### src/rtl/pc_sequencer.sv
// pc_sequencer: owns the program counter and runs the fetch/execute loop.
// The loop is fetch from instruction memory, hand the word to execute, then
// step or branch the pc when execute retires it.
//
// Optional feature macro: PC_SEQ_RETIRE_CNT_EN adds a 32-bit retire_count output.
// Without it the port and the counter are absent and nothing else changes.
//
// Handshakes:
//   imem_req/imem_ack: imem_req rises in the first FETCH cycle.
//     imem_req and imem_addr then hold steady until a cycle with imem_ack=1.
//     In that cycle imem_data is captured and imem_req drops on the next edge.
//     imem_ack outside FETCH is ignored.
//   instr_valid/exec_done: instr_valid pulses for one cycle when instr is new.
//     Execute may take any number of cycles to retire the instruction.
//     It signals retirement with a one-cycle exec_done.
//     branch_take/branch_target are sampled only in that cycle.
//
// state_dbg exposes the FSM state: IDLE=0 FETCH=1 EXEC=2 HALT=3 FAULT=4.
module pc_sequencer #(
  parameter int unsigned         PC_WIDTH      = 16,
  parameter logic [PC_WIDTH-1:0] RESET_PC      = '0,
  parameter int unsigned         PC_STEP       = 1,
  parameter int unsigned         FETCH_TIMEOUT = 255
) (
  input  logic                clk,
  input  logic                rst,
  input  logic                run,
  input  logic                halt_req,
  output logic                imem_req,
  output logic [PC_WIDTH-1:0] imem_addr,
  input  logic                imem_ack,
  input  logic [15:0]         imem_data,
  output logic [15:0]         instr,
  output logic                instr_valid,
  input  logic                exec_done,
  input  logic                branch_take,
  input  logic [PC_WIDTH-1:0] branch_target,
  output logic [PC_WIDTH-1:0] pc,
  output logic                halted,
  output logic                fault,
`ifdef PC_SEQ_RETIRE_CNT_EN
  output logic [31:0]         retire_count,
`endif
  output logic [2:0]          state_dbg
);

  typedef enum logic [2:0] {
    S_IDLE  = 3'd0,
    S_FETCH = 3'd1,
    S_EXEC  = 3'd2,
    S_HALT  = 3'd3,
    S_FAULT = 3'd4
  } state_t;

  localparam logic [PC_WIDTH-1:0] STEP = PC_WIDTH'(PC_STEP);
  localparam logic [31:0]         TO_LAST = FETCH_TIMEOUT - 1;
  localparam bit                  TO_EN = (FETCH_TIMEOUT != 0);

  state_t      state;
  logic        halt_pending;
  logic [31:0] to_cnt;

  // pc is a register, so the fetch address is registered as well.
  // The fetch address is stable for the whole request.
  assign imem_addr = pc;
  assign state_dbg = state;

  // Sequencer FSM: all state and outputs update here on the rising edge.
  always_ff @(posedge clk) begin
    if (rst) begin
      state        <= S_IDLE;
      pc           <= RESET_PC;
      imem_req     <= 1'b0;
      instr        <= 16'h0000;
      instr_valid  <= 1'b0;
      halted       <= 1'b0;
      fault        <= 1'b0;
      to_cnt       <= '0;
      halt_pending <= 1'b0;
    end else begin
      case (state)
        S_IDLE: begin
          // A halt request beats run, so a core can be parked before it ever fetches.
          if (halt_req) begin
            state  <= S_HALT;
            halted <= 1'b1;
          end else if (run) begin
            state    <= S_FETCH;
            imem_req <= 1'b1;
            to_cnt   <= '0;
          end
        end

        S_FETCH: begin
          // A halt request here is remembered until the in-flight instruction retires.
          if (halt_req) begin
            halt_pending <= 1'b1;
          end
          if (imem_ack) begin
            instr       <= imem_data;
            instr_valid <= 1'b1;
            imem_req    <= 1'b0;
            state       <= S_EXEC;
          end else begin
            to_cnt <= to_cnt + 32'd1;
            // The timeout fires on the edge that ends the FETCH_TIMEOUT-th unanswered cycle.
            if (TO_EN && (to_cnt == TO_LAST)) begin
              imem_req <= 1'b0;
              fault    <= 1'b1;
              state    <= S_FAULT;
            end
          end
        end

        S_EXEC: begin
          instr_valid <= 1'b0;
          if (halt_req) begin
            halt_pending <= 1'b1;
          end
          if (exec_done) begin
            if (branch_take) begin
              pc <= branch_target;
            end else begin
              pc <= pc + STEP;
            end
            if (halt_pending || halt_req) begin
              state  <= S_HALT;
              halted <= 1'b1;
            end else begin
              // The request goes out on the next cycle with the updated pc.
              state    <= S_FETCH;
              imem_req <= 1'b1;
              to_cnt   <= '0;
            end
          end
        end

        S_HALT: begin
          if (run && !halt_req) begin
            state        <= S_FETCH;
            halted       <= 1'b0;
            halt_pending <= 1'b0;
            imem_req     <= 1'b1;
            to_cnt       <= '0;
          end
        end

        S_FAULT: begin
          // Sticky: only rst leaves this state.
          imem_req <= 1'b0;
          fault    <= 1'b1;
        end

        default: begin
          state    <= S_IDLE;
          imem_req <= 1'b0;
        end
      endcase
    end
  end

`ifdef PC_SEQ_RETIRE_CNT_EN
  // Retire counter: counts every instruction retired in EXEC and wraps at 2^32.
  always_ff @(posedge clk) begin
    if (rst) begin
      retire_count <= 32'd0;
    end else if ((state == S_EXEC) && exec_done) begin
      retire_count <= retire_count + 32'd1;
    end
  end
`endif

endmodule
### config.mk
export PLATFORM = sky130hd
export DESIGN_NAME = pc_sequencer
export DESIGN_NICKNAME = d
export VERILOG_FILES = /design/src/rtl/pc_sequencer.sv
export SDC_FILE = /design/constraint.sdc
export NUM_CORES = 1
export LEC_CHECK = 0
export CORE_ASPECT_RATIO = 0.8
export CORE_MARGIN = 2
export CORE_UTILIZATION = 50
export DETAILED_ROUTE_END_ITERATION = 10
export PLACE_DENSITY = 0.8
export RECOVER_POWER = 50
export SLEW_MARGIN = 20
export SYNTH_ARGS = -nofsm -noshare
export SYNTH_HDL_FRONTEND = slang
export SYNTH_SLANG_ARGS = --single-unit
### constraint.sdc
create_clock -name clk -period 2.5 [get_ports clk]
set_input_delay 0.375 -clock clk [delete_from_list [all_inputs] [get_ports clk]]
set_output_delay 0.375 -clock clk [all_outputs]
set_load 0.005 [all_outputs]
==> flow_summary.ini, run 1 <==
[run_status]
status = finished clean

[placement]
gp_congestion = 0.878
port_buffers = 93
dp_hpwl_um = 7020
postPlaceCellArea_um2 = 4800

[worst_setup_path]
r2r_start = state_dbg[1]$_SDFFE_PP0P_
worst-setup-path-type = in -> reg
r2r-end = to_cnt[25]$_SDFFE_PP0P_
cp-end-kind = flip-flop
setup.worst_path.end = to_cnt[25]$_SDFFE_PP0P_
crit_path_start_kind = input pin
r2r_slack_ns = 0.35
crit_arrival_ns = 2.54
reg2regPathDepth = 5
path_max_fanout = 7
worstSetupStartpoint = halt_req
worstPathRequired_ns = 2.77

[synthesis]
synth_top_area_cell = dfxtp_1
synthXorXnorAreaFrac_pct = 2.77
synthAdderAreaFrac_pct = 0.988
ys.warnings.count = 0
netlist-cell-type-count = 54
synth_top_family_by_area = simple AND/OR/NAND/NOR gates
syn_inst = 481
synth_compound_area_share_pct = 19.4
ys_async_sr_fraction_pct = 0
yosys-top-cells-area = dfxtp_1, a21oi_1, nand2_1, o21ai_0, buf_4
synth_area_per_cell_um2 = 7.90
synth_top_flop_cell = dfxtp_1
yosysTopAreaCellShare_pct = 37.9
synth_nets = 523
synth-edff-count = 0
yosys.area_share.simple_pct = 30.2
netlist_area_um2 = 3800
synthMuxAreaShare_pct = 1.05
seq_area_frac_synth_pct = 37.9
synthTopCellsByCount = dfxtp_1, a21oi_1, nand2_1
yosysMostFrequentCell = dfxtp_1
synth_seq_cells = 72

[detailed_routing]
drtIter0Drc = 202
ant_nets = 0
finalWirelength_um = 9820
wl_per_cell_um = 14.6
drcViolationCount = 0
vias = 3784
vias_per_cell = 5.63
firstDrtPassIters = 5

[sta]
min_period_ns = 2.27
period_share_pct = 90.8
fin_setup_tns_ns = 0
fmax_ghz = 0.440
finClkSkew_ns = 0.0123
setup_violations = 0
hold_viol = 0
drv_slew = 0
tightestPinTransition_ns = 0.999
rsz0062_at_grt = false
slew-limit-headroom_pct = 33.2
hold_ws_ns = 0.454

[flow_run]
maxCapViolCount = 0

[cts]
cts_tree = built
ctsResizeCount = 0
clock_sinks = 72
clock_latency_ns = 0.34
numCtsBuffers = 9
clockBufferDepth = 2
cts_setup_buffers = 0
cts-hold-fix-buffers = 0
clkTransAtPathRegs_ns = 0.08
h-tree-depth = 3
ctsRootBufferMaster = clkbuf_8

[pwr]
power.internal_mw = 2.33
switchingPower_mw = 1.08
clock_power_share_pct = 29.7
power.density_nw_per_um2 = 680
ir_worst_vdd_uv = 336
power_mw = 3.41
p_comb_share_pct = 30.7
p_leak_nw = 1.82
seqPwrFrac_pct = 39.7
switching_share_pct = 31.6

[global_route]
grt_overflow = 0
top_usage_layer = met2
grt_antenna_before_repair = 0
grt_first_pass_wirelength_um = 15900
grt_pass1_vias = 3411
grt_use_met3_pct = 5.87
gr-usage-met1_pct = 33.6
grtUsageMet2_pct = 36.6
grt_usage_pct = 23.8
grt_start_max_net_pins = 32

[finish]
drive_gt1_share_pct = 8.64
areaGrowthSynthToFinish_pct = 31.9
fill_cells = 607
nNetsFinal = 605
post-route-util_pct = 67.8
final_area_um2 = 5010
diodes = 0

[worst_hold_path]
hp-class = reg -> reg
hold_start = instr[0]$_SDFFE_PP0P_
min_path_cells = 2

[floorplanning]
row_count = 28
ios = 94
start_util_pct = 51.4
die_area_um2 = 8320
coreArea_um2 = 7390
die_x_um = 101
die_y_um = 82.0
-- through the flow --
step	worst slack, ns	cells
floorplan	0.553	481
global placement	0.0675	657
detailed placement	0.00796	657
CTS	0.343	672
global route	0.131	672
finish	0.230	672
-- per-layer routing --
layer | part of all wire [%] | vias up
met4 | 0.77 | 0
met2 | 45 | 126
met5 | 0 | -
met3 | 7.3 | 8
met1 | 46 | 1748
li1 | - | 1902
-- sequential cells by signal, summed over array words and instances, names as in the netlist --
register / flops
instr_valid: 1
instr: 16
to_cnt: 32
imem_addr: 16
imem_req: 1
halted: 1
state_dbg: 3
halt_pending: 1
fault: 1
-- final cells by class --
cell class / instances / area, um^2 / share of cell area, %
multi-input combinational: 353 / 2070 / 41.4
sequential: 72 / 1440 / 28.8
timing repair buffer: 115 / 1100 / 22.0
clock buffer: 10 / 138 / 2.75
tap: 105 / 131 / 2.62
clock inverter: 5 / 81.3 / 1.62
inverter: 12 / 45.0 / 0.899
-- logic make-up after synthesis --
logic type	Yosys count
and+or+nand+nor	208
AOI/OAI and AO/OA	126
buffers and inverters	56
DFF	72
xor gates and xnor gates	12
adders and majority gates	3
muxes	4
-- critical path, stage by stage --
cell,delay (ns)
dlygate4sd3_1,0.58
or4b_4,0.50
o2111ai_2,0.18
nand3_2,0.20
or4_1,0.53
a21oi_1,0.18
-- worst min-delay path by stage --
stage,end
CTS,instr[9]$_SDFFE_PP0P_
detailed placement,instr[9]$_SDFFE_PP0P_
floorplan,instr[0]$_SDFFE_PP0P_
global placement,instr[11]$_SDFFE_PP0P_
finish,instr[0]$_SDFFE_PP0P_
global route,instr[14]$_SDFFE_PP0P_
-- power by group through the flow --
stage,logic [mW],clock network (mW),registers [mW]
2_1_floorplan,0.620,0,1.36
3_3_place_gp,1.05,0,1.37
3_5_place_dp,1.07,0,1.38
4_1_cts,1.08,1.03,1.35
5_1_grt,1.15,1.07,1.37
6_report,1.04,1.01,1.35
-- cell usage in the layout, fill, tap and decap left out, types with 15 or more instances in the layout --
cell	instances
a21oi_1	60
nand2_1	54
o21ai_0	30
nand4_1	16
nand3_1	25
dfxtp_1	72
or3_1	15
nor2_1	31
clkdlybuf4s50_1	37
buf_4	19
dlygate4sd3_1	56
No activity file was read; power rests on OpenSTA's default activity.
==> run 2: changes to the inputs <==
GPL_ROUTABILITY_DRIVEN = 0   (was default)
REMOVE_ABC_BUFFERS = 1   (was default)
==> flow_summary.ini, run 2 (same netlist as run 1, synthesis figures left out) <==
[detailed_routing]
ant_nets = 0
finalWirelength_um = 9830
vias_per_cell = 5.73
drcViolationCount = 0
firstDrtPassIters = 4
vias = 3829
drtIter0Drc = 310
wl_per_cell_um = 14.7

[floorplanning]
die_area_um2 = 8320
die_y_um = 82.0
start_util_pct = 51.4
coreArea_um2 = 7390
die_x_um = 101
ios = 94
row_count = 28

[finish]
final_common_cell = dfxtp_1
top_register = to_cnt
multi_input_area_um2 = 2070
final_cell_mix = dfxtp_1, a21oi_1, nand2_1, dlygate4sd3_1, clkdlybuf4s50_1
layoutNonFillerInstCount = 668
seqCellArea_um2 = 1440
drive_gt1_share_pct = 7.82
areaGrowthSynthToFinish_pct = 31.3
nNetsFinal = 600
largest_reg_flops = 32
post-route-util_pct = 67.5
fill_cells = 608
diodes = 0
final_area_um2 = 4990

[sta]
finClkSkew_ns = 0.0114
period_share_pct = 87.7
fmax_ghz = 0.456
setup_violations = 0
hold_ws_ns = 0.452
fin_setup_tns_ns = 0
drv_slew = 0
fin_ws_ns = 0.308
slew-limit-headroom_pct = 35.6
hold_viol = 0
min_period_ns = 2.19
rsz0062_at_grt = false
tightestPinTransition_ns = 0.964

[cts]
h-tree-depth = 3
ctsResizeCount = 0
numCtsBuffers = 9
cts_tree = built
clock_latency_ns = 0.35
cts_setup_buffers = 0
clockBufferDepth = 2
cts-hold-fix-buffers = 0
clock_sinks = 72
clkTransAtPathRegs_ns = 0.07
ctsRootBufferMaster = clkbuf_8

[pwr]
ir_worst_vdd_uv = 335
power_mw = 3.47
p_leak_nw = 1.79
power.density_nw_per_um2 = 695

[worst_setup_path]
crit_arrival_ns = 2.47
worstPathRequired_ns = 2.78
cp-end-kind = flip-flop
crit_path_start_kind = flip-flop
crit_chain = clkbuf_1, nor2b_1, o2111ai_2, nand3_2, buf_4, or3_1, a21oi_1
crit_slowest_cell = o2111ai_2
crit_buf_inv = 2
worst-setup-path-type = reg -> reg
slowest_delay_ns = 0.38
path_max_fanout = 12
crit_family = simple AND/OR/NAND/NOR gates

[global_route]
grt_overflow = 0
grt_start_max_net_pins = 36
grt_pass1_vias = 3462
grt_first_pass_wirelength_um = 15900
grt_usage_pct = 23.8
grt_antenna_before_repair = 0

[run_status]
status = finished clean

[worst_hold_path]
hp-class = reg -> reg

[placement]
postPlaceCellArea_um2 = 4760
port_buffers = 93
place_ws_ns = -0.0114
dp.cells = 652
dp_hpwl_um = 6950

[flow_run]
maxCapViolCount = 0
-- run 2: path summary, 6_finish.rpt --
check | start | endpoint | slack, ns | cells past startpoint
max reg2reg | state_dbg[1]$_SDFFE_PP0P_ | to_cnt[11]$_SDFFE_PP0P_ | 0.31 | 7
min reg2reg | instr[9]$_SDFFE_PP0P_ | instr[9]$_SDFFE_PP0P_ | 0.45 | 2
max | state_dbg[1]$_SDFFE_PP0P_ | to_cnt[11]$_SDFFE_PP0P_ | 0.31 | 7
min | instr[9]$_SDFFE_PP0P_ | instr[9]$_SDFFE_PP0P_ | 0.45 | 2
-- run 2: worst min-delay path, cell delays in order, from the launching register on --
cell and delay [ns]:
dfxtp_1 0.31, nand2_1 0.05, a21oi_1 0.05
-- run 2: layout make-up --
class	instances	area share, %
tap	105	2.63
inverter	12	0.903
timing repair buffer	110	21.3
multi-input combinational	353	41.5
clock buffer	10	2.56
sequential	72	28.9
clock inverter	6	2.16
-- run 2: report_power, final --
group	total [mW]	switching (mW)	internal, mW	leakage [nW]
registers	1.35	0.102	1.25	0.583
clock network	1.09	0.430	0.660	0.116
logic	1.03	0.551	0.475	1.09
-- run 2: routing by layer --
metal	track usage (%)	share of wire, %	vias up
li1	-	-	1884
met1	33.2	47	1795
met2	36.3	45	135
met3	4.26	5.3	15
met4	9.73	1.9	0
met5	0	0	-
